### src/rtl/nfc_rb_pkg.sv
// Shared definitions for the NFC ready/busy monitor: way FSM encoding and
// a width helper for the glitch-filter counter.
`timescale 1ns/1ps
package nfc_rb_pkg;

    typedef enum logic [1:0] {
        RB_IDLE      = 2'd0,
        RB_WAIT_BUSY = 2'd1,
        RB_BUSY      = 2'd2
    } rb_state_e;

    // Bits needed to count 0..value-1, never less than one bit.
    function automatic int clog2_min1(input int value);
        int width;
        width = 1;
        while ((1 << width) < value) width++;
        return width;
    endfunction

endpackage

### src/rtl/nfc_rb_way.sv
// One R/B# way: synchroniser, glitch filter and busy-tracking FSM that
// produces completion events and a sticky busy-timeout flag.
`timescale 1ns/1ps
module nfc_rb_way
    import nfc_rb_pkg::*;
#(
    parameter int SyncStages     = 2,
    parameter int FilterCycles   = 4,
    parameter int WBWindowCycles = 32,
    parameter int TimeoutWidth   = 24
) (
    input  logic                    clk,
    input  logic                    rst,
    input  logic                    pin,
    input  logic                    arm,
    input  logic [TimeoutWidth-1:0] timeout_value,
    input  logic                    clear_timeout,
    output logic                    ready_busy,
    output logic                    way_busy,
    output logic                    ready_event,
    output logic                    timeout
);

    localparam int FiltW = clog2_min1(FilterCycles);
    localparam logic [FiltW-1:0]        FiltLast = FiltW'(FilterCycles - 1);
    localparam logic [TimeoutWidth-1:0] WbLast   = TimeoutWidth'(WBWindowCycles - 1);

    logic [SyncStages-1:0] sync_q;
    logic                  sync_out;
    logic [FiltW-1:0]      filt_cnt;

    always_ff @(posedge clk) begin
        if (rst) sync_q <= '0;
        else     sync_q <= {sync_q[SyncStages-2:0], pin};
    end

    assign sync_out = sync_q[SyncStages-1];

    // Level flips only after FilterCycles consecutive disagreeing samples.
    always_ff @(posedge clk) begin
        if (rst) begin
            filt_cnt   <= '0;
            ready_busy <= 1'b0;
        end else if (sync_out != ready_busy) begin
            if (filt_cnt == FiltLast) begin
                filt_cnt   <= '0;
                ready_busy <= sync_out;
            end else begin
                filt_cnt <= filt_cnt + FiltW'(1);
            end
        end else begin
            filt_cnt <= '0;
        end
    end

    rb_state_e                 state, state_nxt;
    logic [TimeoutWidth-1:0]   cnt, cnt_nxt, cnt_sat;
    logic                      event_nxt, timeout_nxt;

    assign cnt_sat = (cnt == '1) ? cnt : cnt + TimeoutWidth'(1);

    always_ff @(posedge clk) begin
        if (rst) begin
            state       <= RB_IDLE;
            cnt         <= '0;
            ready_event <= 1'b0;
            timeout     <= 1'b0;
        end else begin
            state       <= state_nxt;
            cnt         <= cnt_nxt;
            ready_event <= event_nxt;
            timeout     <= timeout_nxt;
        end
    end

    // Arm overrides everything, including a coincident completion or timeout.
    always_comb begin
        state_nxt   = state;
        cnt_nxt     = cnt;
        event_nxt   = 1'b0;
        timeout_nxt = timeout;
        if (arm) begin
            state_nxt   = RB_WAIT_BUSY;
            cnt_nxt     = '0;
            timeout_nxt = 1'b0;
        end else begin
            if (clear_timeout) timeout_nxt = 1'b0;
            case (state)
                RB_IDLE: ;
                RB_WAIT_BUSY: begin
                    if (!ready_busy) begin
                        state_nxt = RB_BUSY;
                        cnt_nxt   = '0;
                    end else if (cnt == WbLast) begin
                        state_nxt = RB_IDLE;
                        cnt_nxt   = '0;
                        event_nxt = 1'b1;
                    end else begin
                        cnt_nxt = cnt_sat;
                    end
                end
                RB_BUSY: begin
                    if (ready_busy) begin
                        state_nxt = RB_IDLE;
                        cnt_nxt   = '0;
                        event_nxt = 1'b1;
                    end else if ((timeout_value != '0) &&
                                 (cnt == timeout_value - TimeoutWidth'(1))) begin
                        state_nxt   = RB_IDLE;
                        cnt_nxt     = '0;
                        timeout_nxt = 1'b1;
                    end else begin
                        cnt_nxt = cnt_sat;
                    end
                end
                default: state_nxt = RB_IDLE;
            endcase
        end
    end

    assign way_busy = (state != RB_IDLE);

endmodule

### src/rtl/nfc_ready_busy_monitor.sv
// Per-way R/B# monitor: one nfc_rb_way per CE way plus a registered
// all-ways-ready summary for the way scheduler.
`timescale 1ns/1ps
module nfc_ready_busy_monitor
    import nfc_rb_pkg::*;
#(
    parameter int NumberOfWays   = 4,
    parameter int SyncStages     = 2,
    parameter int FilterCycles   = 4,
    parameter int WBWindowCycles = 32,
    parameter int TimeoutWidth   = 24
) (
    input  logic                    iSystemClock,
    input  logic                    iModuleReset,
    input  logic [NumberOfWays-1:0] I_NAND_RB,
    input  logic [NumberOfWays-1:0] iWayArm,
    input  logic [TimeoutWidth-1:0] iTimeoutValue,
    input  logic [NumberOfWays-1:0] iClearTimeout,
    output logic [NumberOfWays-1:0] oReadyBusy,
    output logic [NumberOfWays-1:0] oWayBusy,
    output logic [NumberOfWays-1:0] oReadyEvent,
    output logic [NumberOfWays-1:0] oTimeout,
    output logic                    oAllReady
);

    for (genvar i = 0; i < NumberOfWays; i++) begin : g_way
        nfc_rb_way #(
            .SyncStages     (SyncStages),
            .FilterCycles   (FilterCycles),
            .WBWindowCycles (WBWindowCycles),
            .TimeoutWidth   (TimeoutWidth)
        ) u_way (
            .clk           (iSystemClock),
            .rst           (iModuleReset),
            .pin           (I_NAND_RB[i]),
            .arm           (iWayArm[i]),
            .timeout_value (iTimeoutValue),
            .clear_timeout (iClearTimeout[i]),
            .ready_busy    (oReadyBusy[i]),
            .way_busy      (oWayBusy[i]),
            .ready_event   (oReadyEvent[i]),
            .timeout       (oTimeout[i])
        );
    end

    always_ff @(posedge iSystemClock) begin
        if (iModuleReset) oAllReady <= 1'b0;
        else              oAllReady <= &(oReadyBusy & ~oWayBusy);
    end

endmodule

### config.mk
export PLATFORM = sky130hd
export DESIGN_NAME = nfc_ready_busy_monitor
export DESIGN_NICKNAME = d
export VERILOG_FILES = /design/src/rtl/nfc_rb_pkg.sv /design/src/rtl/nfc_rb_way.sv /design/src/rtl/nfc_ready_busy_monitor.sv
export SDC_FILE = /design/constraint.sdc
export NUM_CORES = 1
export LEC_CHECK = 0
export BUFFER_PORTS_ARGS = -buffer_cell sky130_fd_sc_hd__buf_4
export CORE_MARGIN = 1.5
export CORE_UTILIZATION = 35
export DETAILED_ROUTE_END_ITERATION = 10
export PLACE_DENSITY_LB_ADDON = 0.2
export SETUP_SLACK_MARGIN = 0.5
export SLEW_MARGIN = 20
export SYNTH_ARGS = -nofsm -noshare
export SYNTH_HDL_FRONTEND = slang
export SYNTH_HIERARCHICAL = 1
export SYNTH_SLANG_ARGS = --single-unit
### constraint.sdc
create_clock -name iSystemClock -period 4.6 [get_ports iSystemClock]
set_clock_uncertainty 0.2 [all_clocks]
set_input_delay 0.46 -clock iSystemClock [delete_from_list [all_inputs] [get_ports iSystemClock]]
set_output_delay 0.46 -clock iSystemClock [all_outputs]
set_load 0.01 [all_outputs]
# After elaboration in Yosys (flattened, before gate mapping)
# Index checks and enable logic that the tools add are counted.
[word_totals]
input_bits = 38
output_inout_bits = 17
word_cells = 218
reg_bits = 133
[classes]
n_bitwise = 10
eq_ne = 48
n_mux = 80
add_sub_neg = 9
n_reduce_logical = 38
[op_table]
columns = ["operator", "count"]
rows = [
  ["two-way mux 24 bit", 20],
  ["case mux 24 bit (2 select lines)", 4],
  ["adder 24 x 1 -> 24 bit, second input constant", 4],
  ["== test 24 bit", 4],
  ["== test 24 bit, second input constant", 4],
  ["== test 24 x 5 -> 1 bit, second input constant", 4],
  ["two-way mux 1 bit", 32],
  ["two-way mux 2 bit", 16],
  ["case mux 2 bit (3 select lines)", 4],
  ["AND reduction 3 bit", 8],
  ["nonzero test 24 bit", 1],
  ["subtractor 24 x 1 -> 24 bit, second input constant", 1],
  ["== test 2 bit, second input constant", 8],
  ["inequality test 4 x 2 -> 1 bit, second input constant", 4],
  ["inequality test 4 bit, second input constant", 4],
  ["nonzero test 2 bit", 8],
  ["inequality test 3 x 1 -> 1 bit, second input constant", 4],
  ["inequality test 3 bit, second input constant", 4],
  ["OR reduction 3 bit", 4],
  ["adder 2 x 1 -> 2 bit, second input constant", 4],
  ["== test 2 x 1 -> 1 bit, second input constant", 4],
  ["zero test 2 bit", 4],
  ["inequality test 2 bit, second input constant", 4],
  ["inverter 1 bit", 8],
  ["8 further kinds", 23],
]

# Depth between registers and ports, before layout
# Gate-level depths: netlist of run 1.
[logic_depth]
word_depth = 7
depth_mapped = 12
ltp_nobuf = 10

# By module
# Netlist of run 1, hierarchy kept.
[by_module_without_submodules]
columns = ["mod", "area_each_um2", "instances", "cells_each"]
rows = [
  ["nfc_rb_way (g_way[0].u_way ...)", 2407.3, 3, 310],
  ["nfc_rb_way (g_way[3].u_way)", 2553.7, 1, 308],
  ["nfc_ready_busy_monitor", 47.5, 1, 4],
]

# Least setup slack after synthesis of run 1
# No wires, ideal clock.
[synth_path]
path_kind = "input to register"
start = "input port iTimeoutValue[4]"
end = "register g_way[3].u_way.cnt[10]"
setup_ns = 0.139
n_path_buf = 3
setup_slack_ns = 1.106
arrival_time_ns = 3.154
required_ns = 4.261
stages = 11
path_cell_list = "buf_6 > or4_4 > buf_6 > or3_4 > o21a_1 > or3_1 > a21oi_2 > o2111ai_2 > a221oi_4 > buf_8 > nor3_2"
[synth_via]
elab_chain_cells = 6
[synth_lines]
columns = ["element", "line_no", "source"]
rows = [
  ["start, declared", "nfc_ready_busy_monitor.sv:17", "input logic [TimeoutWidth-1:0] iTimeoutValue,"],
  ["subtractor 24 x 1 -> 24 bit", "nfc_rb_way.sv:108", "(cnt == timeout_value - TimeoutWidth'(1))) begin"],
  ["== test 24 bit", "nfc_rb_way.sv:108", ""],
  ["logical AND 1 bit (*)", "nfc_rb_way.sv:107", "end else if ((timeout_value != '0) &&"],
  ["two-way mux 24 bit (*)", "nfc_rb_way.sv:107", ""],
  ["two-way mux 24 bit (*)", "nfc_rb_way.sv:103", "if (ready_busy) begin"],
  ["case mux 24 bit (2 select lines) (*)", "nfc_rb_way.sv:88", "case (state)"],
  ["end signal, assigned", "nfc_rb_way.sv:70", "cnt <= cnt_nxt;"],
  ["end, declared", "nfc_rb_way.sv:57", "logic [TimeoutWidth-1:0] cnt, cnt_nxt, cnt_sat;"],
]
# Mark *: on every way between the ends. The rest lies on a longest branch, timed or not.
# A chain may end at the register's enable or synchronous reset.

# Worst setup path after layout of run 1
[layout_path]
start = "input port iTimeoutValue[0]"
end = "register g_way[3].u_way.cnt[23]"
# The elaborated chain is that of the path after synthesis.

==> flow_summary.json, run 1 <==
{
  "hold_start": "I_NAND_RB[1]",
  "wl_met2_um": 12800,
  "synth_cells": 1242,
  "worst_slack_ns": 0.940,
  "fin_setup_tns_ns": 0,
  "fill_cells": 2840,
  "grt_use_total_pct": 19.5,
  "drv_cap": 0,
  "worstSetupStartpointType": "input pin",
  "power.density_nw_per_um2": 256,
  "first_pass_iters": 5,
  "wl_met1_um": 13400,
  "cts_tree": "yes",
  "route.met3.wl_um": 1020,
  "drc_errors": 0,
  "viasPerCell": 5.37,
  "arrival_ns": 3.74,
  "stdcell_area_um2": 11100,
  "grt_max_degree": 28,
  "fin_util_pct": 40.1,
  "syn_avg_cell_area_um2": 7.91,
  "critical_path.endpoint_type": "register",
  "path_common_cell": "buf_4",
  "crit_type": "in2reg",
  "area_growth_syn_to_layout_pct": 13.0,
  "fp-row-count": 61,
  "cp.required_ns": 4.68,
  "leakage_nw": 3.70,
  "htree_levels": 4,
  "clock_latency_ns": 0.43,
  "dp_hpwl_um": 19700,
  "whs_path_depth": 2,
  "synth_flop_cell": "dfxtp_1",
  "die_area_um2": 29100,
  "r2r_end": "g_way[2].u_way/state[1]$_SDFFE_PP0P_",
  "synth_edf_count": 0,
  "ys_seq_area_share_pct": 27.1,
  "place_congestion": 0.810,
  "tightest_slew_ns": 0.847,
  "fmax_ghz": 0.273,
  "crit_slowest_cell": "or3b_2",
  "finalWirelength_um": 27600,
  "rsz0062_at_grt": "false",
  "cts-buffers-inserted": 17,
  "antenna_cells": 0,
  "initial_core_util_pct": 35.5,
  "hold-path-endpoint": "g_way[1].u_way/sync_q[0]$_SDFF_PP0_",
  "vias": 8950,
  "critPathBufInv": 3,
  "place_ws_ns": 0.573,
  "r2r_slack_ns": 1.31,
  "path_cells": "buf_4 > inv_1 > ha_1 > or3b_2 > or4_1 > a22oi_1 > o2111ai_1 > nor4_2 > o2111ai_2 > a221oi_4 > buf_4 > nor3_1",
  "total_power_mw": 2.84,
  "dieWidth_um": 171,
  "top_layer_used": "met4",
  "fin_nets": 1339,
  "async_flop_share_pct": 0,
  "drt_iter0_drc": 618,
  "die_h_um": 171,
  "worst-path-max-fanout": 24,
  "ctsHoldBuffers": 0,
  "syn_area_um2": 9820,
  "fin_crit_sh_pct": 79.6,
  "cts_setup_buffers": 0,
  "io_buffers": 54,
  "ant_nets": 0,
  "r2r_start": "g_way[2].u_way/cnt[13]$_SDFFE_PP0P_",
  "relSlewSlack_pct": 43.1,
  "setup_viol": 0,
  "synth.distinct_cells": 72,
  "fin_crit_ns": 3.66,
  "ff2ff_path_depth": 8,
  "ir_drop_v": 0.000246,
  "grt_pass1_vias": 8250,
  "ctsResizeCount": 0,
  "placed_cell_area_um2": 10500,
  "slowest_delay_ns": 0.59,
  "finalHoldViolCount": 0,
  "outcome": "complete, no violations",
  "drive_gt1_share_pct": 11.2,
  "clockBufferDepth": 2,
  "hp-class": "in2reg",
  "io_pins": 55,
  "drv_slew": 0,
  "wl_per_cell_um": 16.5,
  "core-area_um2": 27700,
  "cpLargestDelayFamily": "simple AND/OR/NAND/NOR gates",
  "grt_overflow": 0,
  "clock-sinks": 133,
  "cts-root-buf": "clkbuf_16",
  "yosysWarnings": 6,
  "syn_nets": 1304,
  "clkTransAtPathRegs_ns": 0.07,
  "grt_pass1_wl_um": 44500,
  "antenna_found_initial": 0,
  "postSynthRegisterBits": 133
}
-- registers in the layout, summed over array words and instances (netlist names) --
| register | cells |
|---|---|
| oAllReady | 1 |
| g_way.u_way/ready_event | 4 |
| g_way.u_way/ready_busy | 4 |
| g_way.u_way/sync_q | 8 |
| g_way.u_way/cnt | 96 |
| g_way.u_way/timeout | 4 |
| g_way.u_way/filt_cnt | 8 |
| g_way.u_way/state | 8 |
-- metrics by stage --
stage / instances / hold WS, ns
after floorplan: 1242 / 0.197
after global placement: 1636 / 0.206
after detailed placement: 1636 / 0.211
after CTS: 1668 / 0.0197
after global routing: 1668 / 0.0402
final: 1668 / 0.0376
-- cells by family after synthesis --
logic type,share of synthesized area (%)
xor+xnor,18.1
mux,1.53
compound gates,10.5
flops,27.1
buf+inv,4.78
fa+ha+maj,3.06
simple gates,34.9
-- power by group --
| group | switching [mW] | internal [mW] | leakage (nW) |
|---|---|---|---|
| registers | 0.00704 | 1.16 | 1.07 |
| logic | 0.225 | 0.126 | 2.36 |
| clock network | 0.573 | 0.747 | 0.263 |
| total | 0.806 | 2.03 | 3.70 |
-- cell usage after synthesis (4+ instances only) --
master      n  area share [%]
and4_1     11            0.98
o21ai_1    19            0.97
or4_4       7            0.80
a21o_1      6            0.46
nor4_4      4            0.87
o21ai_0    20             1.0
nor3_2     13             1.3
nand4b_1    9            0.80
nor3b_1    14             1.1
o31ai_1    12            0.92
a31oi_1     6            0.38
and2_1      6            0.38
nor4b_1     4            0.36
nand2_1    82             3.1
buf_6       4            0.46
nor2b_1    16             1.0
o21a_1      7            0.53
nor2_1    163             6.2
clkbuf_1   31             1.2
nor4_1     39             2.5
o211ai_1    4            0.31
or3_1      19             1.2
o22ai_1     6            0.38
nor4_2      7            0.89
inv_1      61             2.3
or2_2       7            0.45
a21oi_1    24             1.2
a41oi_1     7            0.62
a32oi_1     4            0.36
nand2b_1    7            0.45
dfxtp_1   133              27
nor3_1     60             3.1
o32ai_1     4            0.36
ha_1       24             3.1
nand4_1    31             2.0
xor2_1     86             7.7
buf_2      12            0.61
nand3_1    51             2.6
or4_1      23             1.8
mux2i_1    15             1.5
a211oi_1    6            0.46
xnor2_1   114              10
and3_1     17             1.1
-- cell usage in the layout (no fill, tap or decap), types with 7 or more instances in the layout --
master     count
xor2_1        86
a41oi_1        7
and4_1        11
o21ai_1       19
o31ai_1       12
mux2i_1       15
nand3_1       51
or3_1         19
nand4_1       31
buf_4         65
nor2b_1       16
o21ai_0       20
dfxtp_1      133
inv_1         61
o21a_1         7
nor4_1        39
or4_1         23
or4_4          7
or2_2          7
and3_1        17
nor3_1        60
ha_1          24
xnor2_1      114
a21oi_1       24
nor3b_1       14
nand4b_1       9
nor4_2         7
nor2_1       163
clkbuf_16     17
nor3_2        13
nand2b_1       7
nand2_1       82
-- metal layers --
metal | track usage [%] | up-vias
met5 | 0 | -
met4 | 5.04 | 0
met3 | 3.05 | 34
met2 | 32.4 | 192
met1 | 26.1 | 4214
li1 | - | 4510
-- worst max-delay path by stage --
stage / slack (ns) / end / cells past startpoint / from
final: 0.94 / g_way[3].u_way/cnt[23]$_SDFFE_PP0P_ / 12 / iTimeoutValue[0]
after global routing: 0.82 / g_way[3].u_way/cnt[0]$_SDFFE_PP0P_ / 12 / iTimeoutValue[0]
after CTS: 0.98 / g_way[3].u_way/cnt[23]$_SDFFE_PP0P_ / 12 / iTimeoutValue[0]
after detailed placement: 0.57 / g_way[3].u_way/cnt[16]$_SDFFE_PP0P_ / 12 / iTimeoutValue[0]
after global placement: 0.64 / g_way[3].u_way/cnt[21]$_SDFFE_PP0P_ / 12 / iTimeoutValue[0]
after floorplan: 1.11 / g_way[3].u_way/cnt[10]$_SDFFE_PP0P_ / 11 / iTimeoutValue[4]
-- cell type report --
type	instances	area, um^2	area share (%)
well taps	378	473	4.26
multi-input cells	999	6690	60.3
flip-flops and latches	133	2660	24.0
repair buffers	65	488	4.40
clock inverters	14	128	1.15
clock buffers	18	429	3.87
inverters	61	229	2.06
Power figures use the tool's default switching activity.
==> run 2: changes to the inputs <==
- clock period: 4.6 -> 3.1 ns (I/O delays scaled with it)
==> run 2 against run 1 <==
Compared with the run above: non-clock buffer count is 241 higher; hold slack better by 0.027 ns; largest power group unchanged; core utilization increased by 12 points; register-to-register slack got worse by 1.3 ns; final cell count up 14%; the flow now finishes with violations (negative setup slack); routed wire length rose by 18%; clock power grew 55%; combinational power increased to 2.6 times the previous value; critical path depth did not move; sequential power up 48%.
==> flow_summary.json, run 2 (same netlist as run 1, synthesis figures left out) <==
{
  "r2r_slack_ns": 0.02,
  "top_register": "g_way.u_way/cnt",
  "cts-buffers-inserted": 17,
  "clock_latency_ns": 0.44,
  "fmax_ghz": 0.316,
  "dieWidth_um": 171,
  "relSlewSlack_pct": 48.8,
  "cts_tree": "yes",
  "r2r_start": "g_way[3].u_way/cnt[11]$_SDFFE_PP0P_",
  "drt_iter0_drc": 626,
  "critical_path.endpoint_type": "register",
  "largest_reg_flops": 96,
  "vias": 9988,
  "grt_pass1_vias": 9802,
  "fp-row-count": 61,
  "clock-sinks": 133,
  "final_cells": 1909,
  "ir_drop_v": 0.000315,
  "violations": "negative setup slack",
  "fin_crit_sh_pct": 102,
  "first_pass_iters": 5,
  "r2r_end": "g_way[3].u_way/cnt[3]$_SDFFE_PP0P_",
  "die_h_um": 171,
  "worst_hold_slack_ns": 0.0647,
  "cts-root-buf": "clkbuf_16",
  "place_ws_ns": -0.451,
  "htree_levels": 4,
  "ff2ff_path_depth": 11,
  "hold_start": "iModuleReset",
  "worst-path-max-fanout": 4,
  "hp-class": "in2reg",
  "viasPerCell": 5.23,
  "grt_use_total_pct": 22.7,
  "crit_type": "in2reg",
  "antenna_found_initial": 0,
  "arrival_ns": 3.26,
  "dp_hpwl_um": 22800,
  "tightest_slew_ns": 0.768,
  "whs_path_depth": 2,
  "place_congestion": 0.891,
  "rsz0062_at_grt": "true",
  "placed_cells_incl_taps": 1808,
  "layout_common_cells": "buf_4, dfxtp_1, nor2_1",
  "die_area_um2": 29100,
  "power.density_nw_per_um2": 325,
  "drv_cap": 0,
  "fin_nets": 1580,
  "fin_crit_ns": 3.16,
  "ant_nets": 0,
  "wl_per_cell_um": 17.1,
  "io_pins": 55,
  "leakage_nw": 5.30,
  "drv_slew": 0,
  "outcome": "finished, violations left",
  "setup_viol": 15,
  "clkTransAtPathRegs_ns": 0.07,
  "hold-path-endpoint": "g_way[1].u_way/ready_busy$_SDFFE_PP0P_",
  "worstSetupStartpointType": "input pin",
  "initial_core_util_pct": 35.5,
  "antenna_cells": 0,
  "drive_gt1_share_pct": 33.1,
  "core-area_um2": 27700,
  "grt_overflow": 0,
  "grt_pass1_wl_um": 51600,
  "final_common_cell": "buf_4",
  "fin_setup_tns_ns": -0.558,
  "fill_cells": 2553,
  "worst_slack_ns": -0.0634,
  "cp.required_ns": 3.19,
  "grt_max_degree": 28,
  "drc_errors": 0,
  "clockBufferDepth": 2,
  "io_buffers": 54,
  "finalHoldViolCount": 0,
  "finalWirelength_um": 32600,
  "area_growth_syn_to_layout_pct": 47.3,
  "fin_util_pct": 52.2
}
==> run 2: cell count changes in the layout (fill, tap and decap cells not counted), sizes merged <==
| cell | delta |
|---|---|
| inv | +1 |
| dlygate4sd3 | +12 |
| buf | +226 |
| clkinvlp | -1 |
| clkbuf | +2 |
| bufbuf | +1 |
==> run 2: how the worst max path moves through the flow <==
stage,startpoint,end,slack (ns),cells past startpoint
floorplan,iTimeoutValue[4],g_way[3].u_way/cnt[10]$_SDFFE_PP0P_,-0.06,11
global placement,iTimeoutValue[1],g_way[1].u_way/state[1]$_SDFFE_PP0P_,-0.47,12
detailed placement,iTimeoutValue[1],g_way[1].u_way/state[1]$_SDFFE_PP0P_,-0.45,12
CTS,iTimeoutValue[8],g_way[3].u_way/cnt[11]$_SDFFE_PP0P_,0.1,12
global route,iTimeoutValue[7],g_way[3].u_way/cnt[8]$_SDFFE_PP0P_,-0.17,12
finish,iTimeoutValue[7],g_way[3].u_way/cnt[3]$_SDFFE_PP0P_,-0.06,12
==> run 2: area by class of cell <==
class	instances	area, um^2	area share [%]
Clock buffer	18	439	3.04
Clock inverter	14	136	0.943
Inverter	61	259	1.79
Multi-Input combinational cell	999	7500	51.9
Sequential cell	133	2670	18.5
Tap cell	378	473	3.27
Timing Repair Buffer	306	2990	20.6
==> run 2: metal layers <==
metal	vias to the layer above	wire (um)	track usage, %
met2	237	15400	37.7
li1	4973	-	-
met3	49	1550	3.61
met1	4729	15000	29.8
met5	-	0	0
met4	0	685	7.62
==> run 2: stage by stage <==
| step | area (um^2) | total power [mW] |
|---|---|---|
| after floorplan | 10000 | 2.09 |
| after global placement | 12000 | 2.44 |
| after detailed placement | 12000 | 2.44 |
| after CTS | 13800 | 4.67 |
| after global routing | 14500 | 4.87 |
| final | 14500 | 4.70 |
==> run 2: what timing repair did <==
action | 4_1_cts | 5_1_grt
cloned | 9 | 2
hold endpoints to repair | 16 | 0
hold buffers | 12 | 0
endpoints found under the setup margin | 108 | 108
pin swaps | 41 | 20
gates resized for setup | 144 | 95
buffers inserted | 28 | 18
==> run 2: critical path, stage by stage <==
cell       delay, ns
buf_8           0.10
or4_4           0.56
or4_4           0.56
a22oi_2         0.18
o2111ai_2       0.16
nor4_4          0.35
o2111ai_2       0.24
a221oi_4        0.34
buf_4           0.16
buf_6           0.12
clkbuf_16       0.15
nor3_2          0.03
==> run 2: report_power, final <==
part | total [mW] | internal, mW | leakage (nW) | switching, mW
Combinational | 0.925 | 0.461 | 3.95 | 0.463
Clock | 2.04 | 1.14 | 0.275 | 0.895
Sequential | 1.73 | 1.72 | 1.08 | 0.0115
==> run 3: changes to the inputs <==
- clock period: 3.1 -> 2.72 ns (I/O delays scaled with it)
==> run 3 against run 2 <==
Compared with the run above: setup slack worse by 0.21 ns; routed wire length down 1.6%; critical endpoint is now g_way[3].u_way/cnt[17]$_SDFFE_PP0P_; critical path depth up 1; the run still ends with negative setup slack left; final cell count increased by 0.89%; clock power grew 21%; first-iteration DRC count is 8.9% lower; register-to-register slack got worse by 0.24 ns; combinational power increased by 2%; core utilization fell by 1.2 points; global-route usage fell by 0.65 points.
==> flow_summary.json, run 3 (same netlist as run 1, synthesis figures left out) <==
{
  "place_congestion": 0.850,
  "top_register": "g_way.u_way/cnt",
  "finalHoldViolCount": 0,
  "outcome": "finished, violations left",
  "p_seq_share_pct": 36.8,
  "antenna_found_initial": 0,
  "fin_crit_sh_pct": 110,
  "crit_slowest_cell": "or4_4",
  "worstSetupStartpointType": "input pin",
  "dp_hpwl_um": 22900,
  "grt_use_total_pct": 22.1,
  "initial_core_util_pct": 35.5,
  "die_area_um2": 29100,
  "drv_cap": 0,
  "fill_cells": 2639,
  "clock_latency_ns": 0.43,
  "final_cells": 1926,
  "p_switching_mw": 1.50,
  "grt_pass1_vias": 9532,
  "ant_nets": 0,
  "ir_drop_v": 0.000354,
  "largest_reg_flops": 96,
  "comb_power_share_pct": 17.5,
  "setup_viol": 105,
  "worst_hold_slack_ns": 0.0198,
  "vias": 10096,
  "power.internal_mw": 3.87,
  "cts-root-buf": "clkbuf_16",
  "fin_nets": 1597,
  "drc_errors": 0,
  "cts_tree": "yes",
  "slowest_delay_ns": 0.52,
  "grt_max_degree": 28,
  "antenna_cells": 0,
  "core-area_um2": 27700,
  "fmax_ghz": 0.334,
  "grt_pass1_wl_um": 50100,
  "path_cells": "buf_12 > inv_4 > ha_4 > or3b_4 > or4_4 > a22oi_2 > o2111ai_2 > nor4_4 > o2111ai_4 > a221oi_4 > buf_6 > buf_8 > nor3_1",
  "die_h_um": 171,
  "critical_path.endpoint_type": "register",
  "grt_overflow": 0,
  "viasPerCell": 5.24,
  "arrival_ns": 3.09,
  "io_pins": 55,
  "cts-buffers-inserted": 17,
  "tightest_slew_ns": 0.789,
  "power.density_nw_per_um2": 380,
  "clkTransAtPathRegs_ns": 0.07,
  "fin_crit_ns": 3.00,
  "dieWidth_um": 171,
  "drv_slew": 0,
  "clockPowerShare_pct": 45.8,
  "wl_per_cell_um": 16.7,
  "swShare_pct": 28.0,
  "finalWirelength_um": 32100,
  "crit_type": "in2reg",
  "area_growth_syn_to_layout_pct": 43.9,
  "fin_setup_tns_ns": -17.75,
  "drive_gt1_share_pct": 32.2,
  "io_buffers": 54,
  "clock-sinks": 133,
  "leakage_nw": 5.32,
  "worst_slack_ns": -0.275,
  "htree_levels": 4,
  "placed_cells_incl_taps": 1847,
  "relSlewSlack_pct": 46.9,
  "drt_iter0_drc": 570,
  "cp.required_ns": 2.81,
  "fp-row-count": 61,
  "worst-path-max-fanout": 8,
  "violations": "negative setup slack",
  "rsz0062_at_grt": "true",
  "layout_common_cells": "buf_4, nor2_1, dfxtp_1",
  "hp-class": "in2reg",
  "place_ws_ns": -0.884,
  "final_common_cell": "buf_4",
  "clockBufferDepth": 2,
  "cpLargestDelayFamily": "simple AND/OR/NAND/NOR gates",
  "critPathBufInv": 4,
  "first_pass_iters": 5
}
run 3: worst paths after layout:
check / from / to / slack, ns / cells after the start
setup reg to reg: g_way[3].u_way/cnt[11]$_SDFFE_PP0P_ / g_way[3].u_way/cnt[17]$_SDFFE_PP0P_ / -0.22 / 10
setup / recovery: iTimeoutValue[1] / g_way[3].u_way/cnt[17]$_SDFFE_PP0P_ / -0.28 / 13
hold reg to reg: g_way[3].u_way/filt_cnt[0]$_SDFF_PP0_ / g_way[3].u_way/filt_cnt[0]$_SDFF_PP0_ / 0.22 / 1
hold / removal: iModuleReset / g_way[0].u_way/sync_q[1]$_SDFF_PP0_ / 0.02 / 2
run 3: layout make-up:
| class | count | area [um^2] | area share [%] |
|---|---|---|---|
| clock buffers | 19 | 433 | 3.06 |
| clock inverters | 13 | 170 | 1.20 |
| inverters | 61 | 256 | 1.81 |
| multi-input cells | 999 | 7340 | 51.9 |
| flip-flops and latches | 133 | 2670 | 18.9 |
| well taps | 378 | 473 | 3.35 |
| repair buffers | 323 | 2800 | 19.8 |
run 3: per-layer routing:
layer | part of all wire (%) | global-route usage (%) | wire length [um]
met1 | 47 | 29.0 | 14900
met2 | 46 | 36.0 | 14800
met3 | 4.7 | 3.52 | 1510
met4 | 2.5 | 8.62 | 811
met5 | 0 | 0 | 0
run 3: through the flow:
step	area [um^2]	total power, mW	utilization, %
finish	14100	5.37	51.0
global route	14100	5.58	51.0
CTS	13700	5.37	49.3
detailed placement	12300	2.78	44.4
global placement	12300	2.77	44.4
floorplan	10000	2.39	-
run 3: power groups by stage:
stage,sequential (mW),clock (mW),combinational (mW)
after detailed placement,2.02,0,0.758
after global routing,1.98,2.59,1.01
after CTS,1.97,2.52,0.875
after global placement,2.02,0,0.753
final,1.97,2.46,0.939
after floorplan,2.02,0,0.369
run 3: what timing repair did:
| item | 4_1_cts | 5_1_grt |
|---|---|---|
| setup endpoints to repair | 108 | 108 |
| buffers inserted | 16 | 11 |
| pin swaps | 30 | 18 |
| endpoints found under the hold margin | 18 | 0 |
| resized for setup | 99 | 74 |
| cloned | 5 | 3 |
| hold buffers | 12 | 0 |
